## src/rtl/sift_pkg.sv

```systemverilog
// Shared widths, luma coefficients and FSM state type
// for the RGB444-to-greyscale pass controller.
package sift_pkg;

  localparam int PIXEL_W = 12;
  localparam int GREY_W  = 8;

  localparam int R_COEF = 5;
  localparam int G_COEF = 9;
  localparam int B_COEF = 2;

  typedef enum logic [1:0] {
    IDLE,
    ISSUE,
    DRAIN,
    DONE
  } ctrl_state_t;

  // 15*(5+9+2) = 240 never exceeds 8 bits.
  function automatic logic [GREY_W-1:0] to_grey(
    input logic [PIXEL_W-1:0] px
  );
    logic [GREY_W-1:0] r, g, b;
    r = GREY_W'(px[11:8]);
    g = GREY_W'(px[7:4]);
    b = GREY_W'(px[3:0]);
    return GREY_W'(R_COEF) * r
         + GREY_W'(G_COEF) * g
         + GREY_W'(B_COEF) * b;
  endfunction

endpackage

```

## src/rtl/rgb444_to_grey.sv

```systemverilog
// Registered RGB444 to 8-bit luma stage that
// carries the pixel address alongside the result.
module rgb444_to_grey
  import sift_pkg::*;
#(
  parameter int ADDR_W = 14
) (
  input  logic               clk_100mhz,
  input  logic               sys_rst,
  input  logic               valid_in,
  input  logic [ADDR_W-1:0]  addr_in,
  input  logic [PIXEL_W-1:0] pixel_in,
  output logic               valid_out,
  output logic [ADDR_W-1:0]  addr_out,
  output logic [GREY_W-1:0]  grey_out
);

  logic              valid_q;
  logic [ADDR_W-1:0] addr_q;
  logic [GREY_W-1:0] grey_q;

  always_ff @(posedge clk_100mhz) begin
    if (sys_rst) begin
      valid_q <= 1'b0;
      addr_q  <= '0;
      grey_q  <= '0;
    end else begin
      valid_q <= valid_in;
      if (valid_in) begin
        addr_q <= addr_in;
        grey_q <= to_grey(pixel_in);
      end
    end
  end

  assign valid_out = valid_q;
  assign addr_out  = addr_q;
  assign grey_out  = grey_q;

endmodule

```

## src/rtl/greyscale_pass_ctrl.sv

```systemverilog
// Full-frame greyscale pass: issues BRAM reads, tracks
// read latency and writes converted luma back in order.
module greyscale_pass_ctrl
  import sift_pkg::*;
#(
  parameter int H_PIXELS     = 128,
  parameter int V_PIXELS     = 128,
  parameter int READ_LATENCY = 2
) (
  input  logic clk_100mhz,
  input  logic sys_rst,
  input  logic start_in,
  input  logic hold_in,
  output logic busy_out,
  output logic done_out,
  output logic rd_en_out,
  output logic [$clog2(H_PIXELS*V_PIXELS)-1:0] rd_addr_out,
  input  logic [PIXEL_W-1:0] rd_data_in,
  output logic wr_en_out,
  output logic [$clog2(H_PIXELS*V_PIXELS)-1:0] wr_addr_out,
  output logic [GREY_W-1:0] wr_data_out
);

  localparam int NUM_PIXELS = H_PIXELS * V_PIXELS;
  localparam int ADDR_W     = $clog2(NUM_PIXELS);

  ctrl_state_t state_q, state_d;
  logic [ADDR_W-1:0] cnt_q, cnt_d;

  logic [READ_LATENCY-1:0] vld_q;
  logic [ADDR_W-1:0]       pa_q [READ_LATENCY];

  logic issue;
  logic last;

  assign issue = (state_q == ISSUE) && !hold_in;
  assign last  = cnt_q == ADDR_W'(NUM_PIXELS - 1);

  always_comb begin
    state_d = state_q;
    cnt_d   = cnt_q;
    unique case (state_q)
      IDLE: begin
        if (start_in) begin
          state_d = ISSUE;
          cnt_d   = '0;
        end
      end
      ISSUE: begin
        if (issue) begin
          if (last) state_d = DRAIN;
          else      cnt_d   = cnt_q + ADDR_W'(1);
        end
      end
      // Convert stage holds at most the final write here.
      DRAIN: begin
        if (vld_q == '0) state_d = DONE;
      end
      DONE:    state_d = IDLE;
      default: state_d = IDLE;
    endcase
  end

  always_ff @(posedge clk_100mhz) begin
    if (sys_rst) begin
      state_q <= IDLE;
      cnt_q   <= '0;
      vld_q   <= '0;
    end else begin
      state_q  <= state_d;
      cnt_q    <= cnt_d;
      vld_q[0] <= issue;
      for (int i = 1; i < READ_LATENCY; i++)
        vld_q[i] <= vld_q[i-1];
    end
  end

  always_ff @(posedge clk_100mhz) begin
    pa_q[0] <= cnt_q;
    for (int i = 1; i < READ_LATENCY; i++)
      pa_q[i] <= pa_q[i-1];
  end

  rgb444_to_grey #(
    .ADDR_W (ADDR_W)
  ) u_conv (
    .clk_100mhz (clk_100mhz),
    .sys_rst    (sys_rst),
    .valid_in   (vld_q[READ_LATENCY-1]),
    .addr_in    (pa_q[READ_LATENCY-1]),
    .pixel_in   (rd_data_in),
    .valid_out  (wr_en_out),
    .addr_out   (wr_addr_out),
    .grey_out   (wr_data_out)
  );

  assign rd_en_out   = issue;
  assign rd_addr_out = cnt_q;
  assign busy_out    = state_q != IDLE;
  assign done_out    = state_q == DONE;

endmodule

```

## config.mk

```make
export PLATFORM = sky130hd
export DESIGN_NAME = greyscale_pass_ctrl
export DESIGN_NICKNAME = d
export VERILOG_FILES = /design/src/rtl/sift_pkg.sv /design/src/rtl/rgb444_to_grey.sv /design/src/rtl/greyscale_pass_ctrl.sv
export SDC_FILE = /design/constraint.sdc
export NUM_CORES = 1
export LEC_CHECK = 0
export BUFFER_PORTS_ARGS = -buffer_cell sky130_fd_sc_hd__buf_2
export CAP_MARGIN = 10
export CORE_MARGIN = 3
export CORE_UTILIZATION = 59
export DETAILED_ROUTE_END_ITERATION = 7
export GPL_TIMING_DRIVEN = 1
export PLACE_DENSITY = 0.84
export SYNTH_ARGS = -nofsm -noshare
export SYNTH_HDL_FRONTEND = slang
export SYNTH_HIERARCHICAL = 1
export SYNTH_SLANG_ARGS = --single-unit
```

## constraint.sdc

```tcl
create_clock -name clk_100mhz -period 5.5 [get_ports clk_100mhz]
set_clock_uncertainty 0.05 [all_clocks]
set_input_delay 1.1 -clock clk_100mhz [delete_from_list [all_inputs] [get_ports clk_100mhz]]
set_output_delay 1.1 -clock clk_100mhz [all_outputs]
set_load 0.05 [all_outputs]
```

==> flow_metrics.tcl, run 1 <==
set metrics [dict create \
    cp-endpoint "u_conv/grey_out[6]$_SDFFE_PP0P_" \
    maxUsedRoutingLayer "met4" \
    timing.critical_path.cells "buf_2 > ha_1 > ha_1 > inv_1 > fa_1 > fa_1 > inv_1 > fa_1 > a21o_2 > a2111o_1 > o221ai_1" \
    synth_top_cell_by_area "dfxtp_1" \
    max_stage_delay_ps 540 \
    slew_violations 0 \
    path_clk_slew_ps 70 \
    cts.sinks 69 \
    htreeDepth 3 \
    yosysUniqueCellTypes 51 \
    crit_path_top_delay_cell "fa_1" \
    fin_crit_ps 3901 \
    p_leak_nw 1.556 \
    clkPwrFrac_pct 29.2 \
    fin_area_sq_mm 0.003546 \
    grt_pass1_wl_microns 10310 \
    syn-num-nets 347 \
    cts_hold_buf 0 \
    path_class "in2reg" \
    dr_wl_met3_microns 389 \
    syn_inst 299 \
    post_cts_buffers 0 \
    r2r_start "rd_addr_out[1]$_SDFFE_PP0P_" \
    clockBufferDepth 2 \
    swShare_pct 35.57 \
    rrSetupSlack_ps 3170 \
    gp_congestion 0.8511 \
    viasPerCell 5.566 \
    n_antenna_cell 0 \
    ant_nets 0 \
    critical-path-top-delay-family "adder cells" \
    cp_max_fo 2 \
    ys.flop_type "dfxtp_1" \
    post_dp_cell_area_sq_mm 0.003338 \
    yosysMostFrequentCell "dfxtp_1" \
    core_area_sq_mm 0.004848 \
    grt_use_total_pct 21.25 \
    nNetsFinal 400 \
    drive_gt1_share_pct 22.69 \
    critPathRequiredTime_ps 5690 \
    clkLatencyLatePin_ps 330 \
    p_int_mw 0.9034 \
    grt_overflow_total 0 \
    drt_wl_total_microns 6003 \
    cts_tree "yes" \
    wl_met1_microns 2585 \
    die_height_microns 77.79 \
    cp.arrival_ps 4090 \
    grt_antenna_before_repair 0 \
    portBuffers 55 \
    post-route-period-util_pct 70.93 \
    synth_common_cells "69 x dfxtp_1, 31 x inv_1, 28 x nor2_1" \
    layoutNonFillerInstCount 424 \
    ctsResizeCount 0 \
    switching_power_mw 0.4988 \
    ys.warnings.count 6 \
    status "completed" \
    post_drt_wl_per_cell_microns 14.16 \
    combPwrFrac_pct 32.5 \
    cts_root_buf "clkbuf_8" \
    critPathLaunchType "primary input" \
    endpoint_kind "flip-flop" \
    vias 2360 \
    synth_area_sq_mm 0.003040 \
    worst_slew_pin_slew_ps 806.1 \
    grt_pass1_vias 2290 \
    rsz0062_at_grt "false" \
    hpwl_microns 4428 \
    pwr-share-seq_pct 38.4 \
    syn_to_final_growth_pct 16.63 \
    async_reset_ff_share_pct 0 \
    drv_cap 0 \
    initialDrtViolationCount 112 \
    firstDrtPassIters 4 \
    path_common_cell "fa_1" \
    synth_top_area_share_pct 45.43 \
    numCtsBuffers 9 \
    drcViolationCount 0 \
    die_x_microns 77.79 \
    reg2reg_to "rd_addr_out[10]$_SDFFE_PP0P_" \
    rr_worst_depth 5 \
    cp.depth 11 \
    max_slew_margin_pct 46.26 \
    total_power_mw 1.402 \
    ys_seq_area_share_pct 45.43 \
    power_density_mw_per_mm2 395.5 \
    initial_core_util_pct 62.71 \
    path_buf_inv 3 \
    tns_ps 0 \
    std_cell_rows 25 \
    finalHoldViolCount 0 \
    startpoint "rd_data_in[4]" \
    hold_class "reg2reg" \
    grt_max_degree 47 \
    peakVddDrop_v 0.0003200 \
    setup_viol 0 \
    ys_seq_elements 69 \
    placed_cells 408 \
    syn_area_per_cell_sq_um 10.17 \
    synth_area_leaders "dfxtp_1 45%, ha_1 9.9%, mux2i_1 5.9%, fa_1 5.3%, inv_1 3.8%" \
    fmax_mhz 256.3 \
    die_area_sq_mm 0.006051 \
    wl_met2_microns 2959 \
    synth_edf_count 0 \
    ios 56 \
]
==> through the flow <==
stage          setup WS (ps)  hold WS, ps  util, %
2_1_floorplan           1476        259.6        -
3_3_place_gp            1303        259.7    68.85
3_5_place_dp            1254        262.1    68.85
4_1_cts                 1598        265.5    73.14
5_1_grt                 1501        270.0    73.14
6_report                1599        265.2    73.14
==> power groups by stage <==
stage	sequential [mW]	clock (mW)	combinational (mW)
finish	0.538	0.409	0.455
global route	0.542	0.441	0.502
floorplan	0.570	0	0.336
global placement	0.549	0	0.435
detailed placement	0.550	0	0.452
CTS	0.538	0.417	0.456
==> area by class of cell <==
cell class              count  area (sq um)
multi-input cells         185          1474
well taps                  67         83.83
flip-flops and latches     69          1381
clock buffers              10         137.6
clock inverters             6         70.07
fillers                   361          1303
repair buffers             56         282.8
inverters                  31         116.4
==> layer usage <==
layer / GRT usage, % / up-vias
li1: - / 1165
met1: 27.33 / 1091
met2: 34.85 / 94
met3: 4.292 / 10
met4: 8.541 / 0
met5: 0 / -
==> registers in the layout, indices dropped and copies added, names as in the netlist <==
name	count
pa_q	28
rd_addr_out	14
state_q	2
u_conv/addr_out	14
u_conv/grey_out	8
u_conv/valid_out	1
vld_q	2
==> placed cells by master, fill, tap and decap left out, types with 3 or more instances in the layout <==
| master | n |
|---|---|
| clkbuf_8 | 10 |
| ha_1 | 24 |
| or4_1 | 3 |
| nand4_1 | 8 |
| fa_1 | 8 |
| mux2i_1 | 18 |
| a21oi_1 | 5 |
| buf_2 | 55 |
| nor4_1 | 4 |
| a31oi_1 | 6 |
| nor3_1 | 5 |
| o31ai_1 | 4 |
| dfxtp_1 | 69 |
| a32o_1 | 5 |
| nand3_1 | 8 |
| inv_1 | 31 |
| o21ai_0 | 6 |
| clkinv_4 | 3 |
| a311oi_1 | 5 |
| nor2_1 | 28 |
| and3_1 | 4 |
| nand2_1 | 10 |
| nand2b_1 | 3 |
==> cell families (layout without fill, tap and decap cells) <==
kind of cell / after synthesis / count (layout) / synth area share, %
AOI/OAI and AO/OA: 48 / 48 / 12.18
DFF: 69 / 69 / 45.43
xor gates and xnor gates: 1 / 1 / 0.2881
buffers and inverters: 45 / 103 / 6.090
adders and majority gates: 32 / 32 / 15.14
and+or+nand+nor: 86 / 86 / 14.94
muxes: 18 / 18 / 5.926
==> worst min-delay path by stage <==
stage / from / to / slack, ps / cells after the start
finish: pa_q[0][13]$_DFF_P_ / pa_q[0][27]$_DFF_P_ / 270 / 0
global route: pa_q[0][8]$_DFF_P_ / pa_q[0][22]$_DFF_P_ / 270 / 0
CTS: pa_q[0][8]$_DFF_P_ / pa_q[0][22]$_DFF_P_ / 270 / 0
detailed placement: pa_q[0][10]$_DFF_P_ / pa_q[0][24]$_DFF_P_ / 260 / 0
global placement: pa_q[0][13]$_DFF_P_ / pa_q[0][27]$_DFF_P_ / 260 / 0
floorplan: pa_q[0][0]$_DFF_P_ / pa_q[0][14]$_DFF_P_ / 260 / 0
No activity file was read; power rests on OpenSTA's default activity.
==> inputs of run 2 (changes only) <==
--- a/config.mk
+++ b/config.mk
@@ -8,10 +8,10 @@
 export BUFFER_PORTS_ARGS = -buffer_cell sky130_fd_sc_hd__buf_2
 export CAP_MARGIN = 10
 export CORE_MARGIN = 3
-export CORE_UTILIZATION = 59
+export CORE_UTILIZATION = 50
 export DETAILED_ROUTE_END_ITERATION = 7
 export GPL_TIMING_DRIVEN = 1
-export PLACE_DENSITY = 0.84
+export PLACE_DENSITY = 0.76
 export SYNTH_ARGS = -nofsm -noshare
 export SYNTH_HDL_FRONTEND = slang
 export SYNTH_HIERARCHICAL = 1
==> constraint.sdc (replaced) <==
create_clock -name clk_100mhz -period 3.4 [get_ports clk_100mhz]
set_clock_uncertainty 0.05 [all_clocks]
set_input_delay 0.68 -clock clk_100mhz [delete_from_list [all_inputs] [get_ports clk_100mhz]]
set_output_delay 0.68 -clock clk_100mhz [all_outputs]
set_load 0.05 [all_outputs]
==> run 2 against run 1 <==
Critical path depth stayed put. Wire length is 2.6% higher. Register-to-register slack lost 2100 ps. Count of clock-buffer cells in the layout unchanged. First-iteration DRC count rose by 8.9%. Die area grew 17%. Design area up 0.67%. Worst hold slack improved by 14 ps. Global-route usage decreased by 2.5 points. Clock power rose by 48%. Non-clock buffer count is 5 higher. Worst setup slack worse by 1500 ps. Highest routed layer unchanged.
==> flow_metrics.tcl, run 2 (synthesized netlist as in run 1, its figures left out) <==
set metrics [dict create \
    status "completed" \
    drt_wl_total_microns 6158 \
    fin_area_sq_mm 0.003570 \
    pre_cts_slack_ps -201.9 \
    cts_tree "yes" \
    viasPerCell 5.399 \
    critPathLaunchType "primary input" \
    slew_violations 0 \
    top_usage_layer "met2" \
    cts_hold_buf 0 \
    post-route-period-util_pct 95.75 \
    n_antenna_cell 0 \
    cts_root_buf "clkbuf_8" \
    total_power_mw 2.251 \
    layoutNonFillerInstCount 434 \
    die_area_sq_mm 0.007053 \
    grt_max_degree 47 \
    placed_cells 418 \
    path_clk_slew_ps 70 \
    grtUsageMet3_pct 5.133 \
    clockBufferDepth 2 \
    gp_congestion 0.8823 \
    std_cell_rows 27 \
    grt_overflow_total 0 \
    gr-usage-met2_pct 28.85 \
    ios 56 \
    rsz0062_at_grt "false" \
    path_class "in2reg" \
    max_slew_margin_pct 45.71 \
    clkLatencyLatePin_ps 340 \
    cts.sinks 69 \
    core_area_sq_mm 0.005709 \
    fin_crit_ps 3255 \
    post_drt_wl_per_cell_microns 14.19 \
    fmax_mhz 307.2 \
    vias 2343 \
    timing.hold.ws_ps 279.0 \
    final_common_cell "dfxtp_1" \
    hold_class "reg2reg" \
    max_flop_register "pa_q" \
    die_height_microns 83.98 \
    initialDrtViolationCount 122 \
    endpoint_kind "flip-flop" \
    power_density_mw_per_mm2 630.6 \
    die_x_microns 83.98 \
    ctsResizeCount 0 \
    worst_slew_pin_slew_ps 814.3 \
    ant_nets 0 \
    grt_antenna_before_repair 0 \
    cp.arrival_ps 3470 \
    grt_pass1_vias 2271 \
    hpwl_microns 4465 \
    post_cts_buffers 0 \
    numCtsBuffers 9 \
    fin_ws_ps 144.5 \
    post_dp_cell_area_sq_mm 0.003385 \
    cp_max_fo 2 \
    p_leak_nw 1.564 \
    initial_core_util_pct 53.25 \
    grt_pass1_wl_microns 10640 \
    syn_to_final_growth_pct 17.41 \
    grt_use_total_pct 18.71 \
    firstDrtPassIters 5 \
    peakVddDrop_v 0.0005526 \
    use_met1_pct 24.58 \
    rrSetupSlack_ps 1120 \
    htreeDepth 3 \
    drcViolationCount 0 \
    finalHoldViolCount 0 \
    largest_reg_flops 28 \
    critPathRequiredTime_ps 3610 \
    final_cell_mix "69 x dfxtp_1, 55 x buf_2, 30 x inv_1" \
    drive_gt1_share_pct 24.31 \
    portBuffers 55 \
    nNetsFinal 405 \
    drv_cap 0 \
    setup_viol 0 \
]
-- run 2: metrics by stage --
stage	utilization (%)	setup TNS, ps
floorplan	-	0
global placement	59.28	-279.1
detailed placement	59.28	-447.8
CTS	62.52	0
global route	62.52	0
finish	62.52	0
-- run 2: per-layer routing --
layer | share of wire, % | wire length (microns)
met4 | 2.3 | 142
met1 | 45 | 2758
met5 | 0 | 0
met2 | 46 | 2825
met3 | 7.0 | 432
-- run 2: power by group --
group | internal, mW | switching [mW] | leakage [nW] | total [mW]
Combinational | 0.283 | 0.489 | 0.915 | 0.772
Clock | 0.289 | 0.316 | 0.0928 | 0.605
Sequential | 0.844 | 0.0298 | 0.557 | 0.874
-- run 2: worst paths after layout --
check,start,cells after the start,end
setup / recovery,rd_data_in[4],11,u_conv/grey_out[6]$_SDFFE_PP0P_
hold reg to reg,pa_q[0][10]$_DFF_P_,0,pa_q[0][24]$_DFF_P_
setup reg to reg,rd_addr_out[1]$_SDFFE_PP0P_,5,rd_addr_out[10]$_SDFFE_PP0P_
hold / removal,pa_q[0][10]$_DFF_P_,0,pa_q[0][24]$_DFF_P_
-- run 2: worst max-delay path, stage by stage --
cell,delay (ps)
buf_2,110
ha_1,290
ha_1,280
inv_1,50
fa_1,440
fa_1,510
inv_2,50
fa_2,360
a21o_2,230
a2111o_1,400
o221ai_1,70
-- run 2: layout make-up --
cell class	instances	area, sq um
fillers	493	2140
multi-input cells	185	1476
flip-flops and latches	69	1381
repair buffers	61	320.3
clock buffers	10	137.6
inverters	31	116.4
well taps	72	90.09
clock inverters	6	47.55
==> inputs of run 3 (changes only) <==
--- a/config.mk
+++ b/config.mk
@@ -12,6 +12,7 @@
 export DETAILED_ROUTE_END_ITERATION = 7
 export GPL_TIMING_DRIVEN = 1
 export PLACE_DENSITY = 0.76
+export REMOVE_ABC_BUFFERS = 1
 export SYNTH_ARGS = -nofsm -noshare
 export SYNTH_HDL_FRONTEND = slang
 export SYNTH_HIERARCHICAL = 1
==> run 3 against run 2 <==
Via count grew 3.7%. Critical path depth is the same. Design area grew 3.2%. Sequential share of layout area shrank 1.2 points. Die area is the same. First-iteration DRC count grew 4.1%. Sequential cell count is the same. Maximum frequency shrank 0.33%. Worst hold slack lost 9.0 ps. Sequential power is essentially flat. Global-route usage grew 0.10 points. Critical endpoint unchanged. Largest power group unchanged.
==> flow_metrics.tcl, run 3 (synthesized netlist as in run 1, its figures left out) <==
set metrics [dict create \
    die_area_sq_mm 0.007053 \
    grt_pass1_vias 2275 \
    clkLatencyLatePin_ps 340 \
    ios 56 \
    die_x_microns 83.98 \
    holdPathStages 0 \
    total_power_mw 2.425 \
    max_flop_register "pa_q" \
    final_common_cell "dfxtp_1" \
    endpoint_kind "flip-flop" \
    slew_violations 0 \
    min_to "pa_q[0][24]$_DFF_P_" \
    setup_viol 0 \
    grt_overflow_total 0 \
    drive_gt1_share_pct 26.02 \
    ant_nets 0 \
    drv_cap 0 \
    wl_met1_microns 2811 \
    path_class "in2reg" \
    rr_worst_depth 5 \
    post_drt_wl_per_cell_microns 14.12 \
    status "completed" \
    cts_tree "yes" \
    cp_max_fo 2 \
    max_stage_delay_ps 500 \
    cts_root_buf "clkbuf_8" \
    hpwl_microns 4522 \
    post_cts_buffers 0 \
    worst_slew_pin_slew_ps 822.1 \
    initial_core_util_pct 53.25 \
    rsz0062_at_grt "false" \
    cp.depth 11 \
    grt_max_degree 47 \
    maxUsedRoutingLayer "met4" \
    std_cell_rows 27 \
    n_antenna_cell 0 \
    die_height_microns 83.98 \
    finalHoldViolCount 0 \
    hold_class "reg2reg" \
    critical-path-top-delay-family "adder cells" \
    grt_antenna_before_repair 0 \
    crit_path_top_delay_cell "fa_1" \
    portBuffers 55 \
    tns_ps 0 \
    critPathLaunchType "primary input" \
    nNetsFinal 412 \
    gp_congestion 0.8437 \
    initialDrtViolationCount 127 \
    fill_cells 479 \
    max_slew_margin_pct 45.20 \
    cts.sinks 69 \
    reg2reg_to "rd_addr_out[10]$_SDFFE_PP0P_" \
    fmax_mhz 306.2 \
    drcViolationCount 0 \
    vias 2429 \
    final_cell_mix "69 x dfxtp_1, 55 x buf_2, 30 x inv_1" \
    p_leak_nw 1.622 \
    firstDrtPassIters 4 \
    clockBufferDepth 2 \
    syn_to_final_growth_pct 21.19 \
    power_density_mw_per_mm2 658.2 \
    grt_use_total_pct 18.82 \
    largest_reg_flops 28 \
    critPathRequiredTime_ps 3610 \
    final_core_util_pct 64.54 \
    post-route-period-util_pct 96.07 \
    r2r_start "rd_addr_out[0]$_SDFFE_PP0P_" \
    dr_wl_met3_microns 293 \
    numCtsBuffers 9 \
    wl_met2_microns 3024 \
    grt_pass1_wl_microns 10620 \
    cp.arrival_ps 3470 \
    core_area_sq_mm 0.005709 \
    peakVddDrop_v 0.0007580 \
    layoutNonFillerInstCount 441 \
    path_buf_inv 3 \
    fin_crit_ps 3266 \
    drt_wl_total_microns 6229 \
    viasPerCell 5.508 \
    timing.hold.ws_ps 270.0 \
    placed_cells 425 \
    htreeDepth 3 \
    timing.critical_path.cells "buf_2 > ha_1 > ha_1 > inv_1 > fa_1 > fa_1 > inv_2 > fa_2 > a21o_2 > a2111o_1 > o221ai_1" \
    rrSetupSlack_ps 1040 \
    hold_path.startpoint "pa_q[0][10]$_DFF_P_" \
    path_clk_slew_ps 80 \
]
==> run 3: cell types whose count changed in the layout (fill, tap and decap cells not counted), moves of 2 or more <==
cell | before | now
buf_4 | 6 | 13
clkinv_4 | 3 | 1
bufinv_16 | 0 | 2
inv_6 | 1 | 4
==> run 3: power breakdown <==
| part | total [mW] | switching (mW) | leakage (nW) | internal [mW] |
|---|---|---|---|---|
| clock | 0.752 | 0.327 | 0.115 | 0.424 |
| sequential | 0.875 | 0.0313 | 0.557 | 0.844 |
| combinational | 0.799 | 0.495 | 0.951 | 0.304 |
==> run 3: layout make-up <==
| cell class | instances | area, sq um | area share, % |
|---|---|---|---|
| multi-input cells | 185 | 1496 | 40.61 |
| well taps | 72 | 90.09 | 2.445 |
| inverters | 31 | 116.4 | 3.158 |
| repair buffers | 68 | 372.9 | 10.12 |
| flip-flops and latches | 69 | 1381 | 37.49 |
| clock inverters | 7 | 103.9 | 2.818 |
| clock buffers | 9 | 123.9 | 3.362 |
==> run 3: worst reg2reg max path: cells and delay by family, from the launching register on <==
kind | cells | cell delay, ps
simple gates | 2 | 870
compound gates | 2 | 580
fa+ha+maj | 1 | 260
flops | 1 | 480
==> run 3: per-layer routing <==
metal	vias to the layer above	global-route usage, %
li1	1191	-
met1	1169	24.34
met2	61	30.01
met3	8	5.331
met4	0	6.725
met5	-	0
==> run 3: what timing repair did <==
| action | in CTS | in global routing |
|---|---|---|
| gates resized for setup | 1 | 3 |
| hold buffers | 0 | 0 |
| pin swaps | 1 | 5 |
| setup endpoints to repair | 2 | 3 |
==> run 3: worst max-delay path by stage <==
stage	startpoint	end	slack [ps]
after detailed placement	rd_data_in[4]	u_conv/grey_out[6]$_SDFFE_PP0P_	-400
final	rd_data_in[4]	u_conv/grey_out[6]$_SDFFE_PP0P_	130
after CTS	rd_data_in[4]	u_conv/grey_out[5]$_SDFFE_PP0P_	8
after floorplan	rd_data_in[4]	u_conv/grey_out[6]$_SDFFE_PP0P_	-200
after global routing	rd_data_in[4]	u_conv/grey_out[6]$_SDFFE_PP0P_	70
after global placement	rd_data_in[4]	u_conv/grey_out[6]$_SDFFE_PP0P_	-360
==> run 3: through the flow <==
| stage | cell area, sq um | setup WS, ps |
|---|---|---|
| 2_1_floorplan | 2972 | -203.7 |
| 6_report | 3685 | 133.8 |
| 4_1_cts | 3665 | 8.130 |
| 3_5_place_dp | 3435 | -399.2 |
| 3_3_place_gp | 3435 | -356.8 |
| 5_1_grt | 3685 | 72.04 |
